===== src/rtl/clk_div_tick.sv =====
// Synchronous programmable clock divider producing a one-cycle tick (clock enable)
// and a near-50% registered square wave, with count enable and one-shot mode.
module clk_div_tick #(
  parameter int CNT_W       = 27,
  parameter int DEFAULT_DIV = 100_000_000
) (
  input  logic             clk,
  input  logic             reset,
  input  logic             en,
  input  logic             load,
  input  logic [CNT_W-1:0] div_val,
  input  logic             oneshot,
  output logic             tick,
  output logic             clk_out,
  output logic             armed,
  output logic [CNT_W-1:0] count
);

  localparam logic [CNT_W-1:0] DIV_RST = CNT_W'(DEFAULT_DIV);
  localparam logic [CNT_W-1:0] DIV_MIN = CNT_W'(2);
  localparam logic [CNT_W-1:0] ONE     = CNT_W'(1);

  logic [CNT_W-1:0] div_reg, div_next;
  logic [CNT_W-1:0] cnt_reg, cnt_next;
  logic [CNT_W-1:0] cnt_step;
  logic             tick_reg, tick_next;
  logic             clk_out_reg, clk_out_next;
  logic             armed_reg, armed_next;
  logic             run;
  logic             wrap;

  always_comb begin
    run      = en & armed_reg & ~load;
    // >= rather than == so a counter left above the divisor wraps immediately
    wrap     = (cnt_reg >= (div_reg - ONE));
    cnt_step = wrap ? '0 : (cnt_reg + ONE);

    div_next     = div_reg;
    cnt_next     = cnt_reg;
    tick_next    = 1'b0;
    clk_out_next = clk_out_reg;
    armed_next   = armed_reg;

    if (load) begin
      div_next     = (div_val < DIV_MIN) ? DIV_MIN : div_val;
      cnt_next     = '0;
      clk_out_next = 1'b0;
      armed_next   = 1'b1;
    end else if (run) begin
      cnt_next     = cnt_step;
      tick_next    = wrap;
      clk_out_next = (cnt_step >= (div_reg >> 1));
      if (wrap && oneshot) begin
        armed_next = 1'b0;
      end
    end
  end

  always_ff @(posedge clk) begin
    if (reset) begin
      div_reg     <= DIV_RST;
      cnt_reg     <= '0;
      tick_reg    <= 1'b0;
      clk_out_reg <= 1'b0;
      armed_reg   <= 1'b1;
    end else begin
      div_reg     <= div_next;
      cnt_reg     <= cnt_next;
      tick_reg    <= tick_next;
      clk_out_reg <= clk_out_next;
      armed_reg   <= armed_next;
    end
  end

  assign tick    = tick_reg;
  assign clk_out = clk_out_reg;
  assign armed   = armed_reg;
  assign count   = cnt_reg;

endmodule


===== config.mk =====
export PLATFORM = sky130hd
export DESIGN_NAME = clk_div_tick
export DESIGN_NICKNAME = d
export VERILOG_FILES = /design/src/rtl/clk_div_tick.sv
export SDC_FILE = /design/constraint.sdc
export NUM_CORES = 1
export LEC_CHECK = 0
export ABC_AREA = 1
export CAP_MARGIN = 20
export CORE_AREA = 3 3 124 102
export DETAILED_ROUTE_END_ITERATION = 7
export DIE_AREA = 0 0 127 105
export HOLD_SLACK_MARGIN = 0.05
export PLACE_DENSITY = 0.66
export REMOVE_ABC_BUFFERS = 1
export SYNTH_ARGS = -nofsm -noshare
export SYNTH_HDL_FRONTEND = slang
export SYNTH_SLANG_ARGS = --single-unit

===== constraint.sdc =====
create_clock -name clk -period 3.9 [get_ports clk]
set_clock_uncertainty 0.05 [all_clocks]
set_input_delay 0.39 -clock clk [delete_from_list [all_inputs] [get_ports clk]]
set_output_delay 0.39 -clock clk [all_outputs]
set_load 0.05 [all_outputs]

==> reports/metrics.yaml <==
timing:
  period_needed_ns: 4.25
  max_slew_margin_pct: 35.0
  hold_viol_final: 0
  rsz0062_at_grt: "true"
  slew_violations: 0
  setup_ws_ns: -0.354
  min_period_over_period_pct: 109
  worst_pin_slew_ns: 0.974
  holdWs_ns: 0.417
  finalSetupViolations: 1
  fmax_mhz: 235
drt:
  drc: 0
  finalWirelength_um: 15700
  drtPass1Iterations: 4
  drtIter0Drc: 294
  viasPerCell: 5.13
  wire_per_inst_um: 15.8
  vias: 5114
  ant_nets: 0
global_routing:
  grt_use_total_pct: 23.6
  grt_max_degree: 41
  antenna_found_initial: 0
  grt_overflow: 0
  grt_pass1_wl_um: 25200
  grt_pass1_vias: 4860
flow_run:
  cap_violations: 0
placed_design:
  hpwl_um: 12200
  io_buffers: 61
  gp_congestion: 0.960
critical_path:
  reg2reg_from: "div_reg[1]"
  crit_slowest_cell: "dfxtp_2"
  start_kind: "flop"
  crit_arrival_ns: 4.47
  crit_required_ns: 4.12
  end_kind: "flop"
  critPathMaxFanout: 6
  critical_path.max_stage_delay_ns: 0.32
  startpoint: "div_reg[1]"
  setup.worst_path.class: "flop to flop"
clock_tree:
  ctsRootBufferMaster: "clkbuf_16"
  cts_inserted_buffers: 9
  cts_hold_buffers: 0
  clk_pin_slew_ns: 0.05
  cts_buffer_depth: 2
  cts.sinks: 57
  h-tree-depth: 3
  clock_latency_ns: 0.33
  cts_tree: "built"
synthesis:
  synthTopCellsByArea: "dfxtp_1 (23%), ha_1 (14%), nand2_1 (10%)"
  syn_area_per_cell_um2: 6.78
  yosys.area.top_type_share_pct: 23.3
  yosys.area.top_type: "dfxtp_1"
  synth-async-reset-ratio_pct: 0
  ys.flop_type: "dfxtp_1"
  ys_types: 41
  yosysSeqAreaShare_pct: 23.3
  ys.warnings.count: 0
  synthCells: 722
  synth-edff-count: 0
  synth_area_um2: 4890
  yosys_register_bits: 57
pwr:
  p_total_mw: 1.83
  p_leak_nw: 3.14
  max-vdd-ir-drop_uv: 168
  p_per_area_nw_per_um2: 274
floorplanning:
  initial_core_util_pct: 42.6
  die_width_um: 127
  die_h_um: 105
  core-area_um2: 11500
  die_area_um2: 13300
  fp-row-count: 35
  io_pins: 62
cells_and_area:
  nets: 931
  mostFrequentLayoutCell: "nand2_1"
  drive_above_1_share_pct: 20.6
  fillers: 1107
  syn_to_final_growth_pct: 36.1
  num_antenna_cells: 0
  layout_common_cells: "nand2_1 (131), inv_1 (95), clkdlybuf4s50_1 (61), buf_4 (61), dfxtp_1 (56)"
hold_path:
  hold_path_class: "flop to flop"
  hold_path.startpoint: "armed"
run_status:
  violations: "negative setup slack"
  status: "finished, violations left"
## timing repair
| item | in CTS | in global routing |
|---|---|---|
| hold endpoints to repair | 0 | 0 |
| gates cloned | 1 | 0 |
| pin swaps | 14 | 20 |
| buffers inserted | 8 | 6 |
| endpoints found under the setup margin | 1 | 1 |
| resized for setup | 32 | 26 |
## routing by layer
layer	global-route usage (%)	vias to the layer above	part of all wire [%]
li1	-	2613	-
met1	34.8	2338	50
met2	35.5	145	43
met3	3.53	18	5.6
met4	6.58	0	1.9
met5	0	-	0
## through the flow
step	std cells	instance area, µm²	TNS, ns	util (%)	worst slack (ns)
finish	997	6660	-0.354	58.0	-0.354
global route	997	6660	-0.629	58.0	-0.629
CTS	991	6490	-0.263	56.6	-0.263
detailed placement	966	6010	-0.430	52.4	-0.430
global placement	966	6010	-0.228	52.4	-0.228
floorplan	704	4810	0	-	0.0269
## cells in the mapped netlist (3+ instances only)
cell type and number:
nor4_1 9, clkbuf_1 14, nor3_2 7, nor3_4 3
inv_1 104, inv_2 10, o211ai_1 12, nor3_1 9
xor2_1 33, dfxtp_1 57, nand2_2 7, xnor2_1 6
nor2_2 10, o21ai_0 47, nor2_1 60, ha_1 55
or2_1 12, a21oi_1 48, nand3_2 4, nand2_1 136
nand3_1 41, nand4_1 14
## worst max-delay path: cells and delay by family (launching register included)
family,cells,cell delay [ns]
xor gates and xnor gates,1,0.15
DFF,1,0.32
AOI/OAI and AO/OA,3,0.38
adders and majority gates,2,0.58
buffers and inverters,7,0.74
and+or+nand+nor,15,1.96
## worst paths after layout
kind	end	slack (ns)	depth (start not counted)
hold / removal	armed	0.42	2
hold reg to reg	armed	0.42	2
setup / recovery	clk_out	-0.35	28
setup reg to reg	clk_out	-0.35	28
## layout make-up
type / count / area (µm²) / share of cell area (%)
Sequential cell: 57 / 1140 / 17.2
Timing Repair Buffer: 128 / 1160 / 17.5
Inverter: 115 / 435 / 6.54
Multi-Input combinational cell: 532 / 3450 / 51.8
Timing Repair inverter: 1 / 7.51 / 0.113
Clock inverter: 3 / 15.0 / 0.225
Tap cell: 148 / 185 / 2.78
Clock buffer: 13 / 260 / 3.91
## power breakdown
part           internal (mW)  switching (mW)  leakage [nW]  total, mW
logic                  0.191           0.259          2.53      0.450
registers              0.610          0.0314         0.468      0.641
clock network          0.461           0.274         0.139      0.735
total                   1.26           0.564          3.14       1.83
## kinds of logic after synthesis
kind of cell	Yosys count	synth area share [%]
flip-flops	57	23.3
AO/OA/AOI/OAI	117	13.1
AND/OR/NAND/NOR	321	32.1
buffers and inverters	133	10.4
XOR/XNOR	39	6.98
adder cells (fa/ha/maj)	55	14.1
No activity file was read; power rests on OpenSTA's default activity.
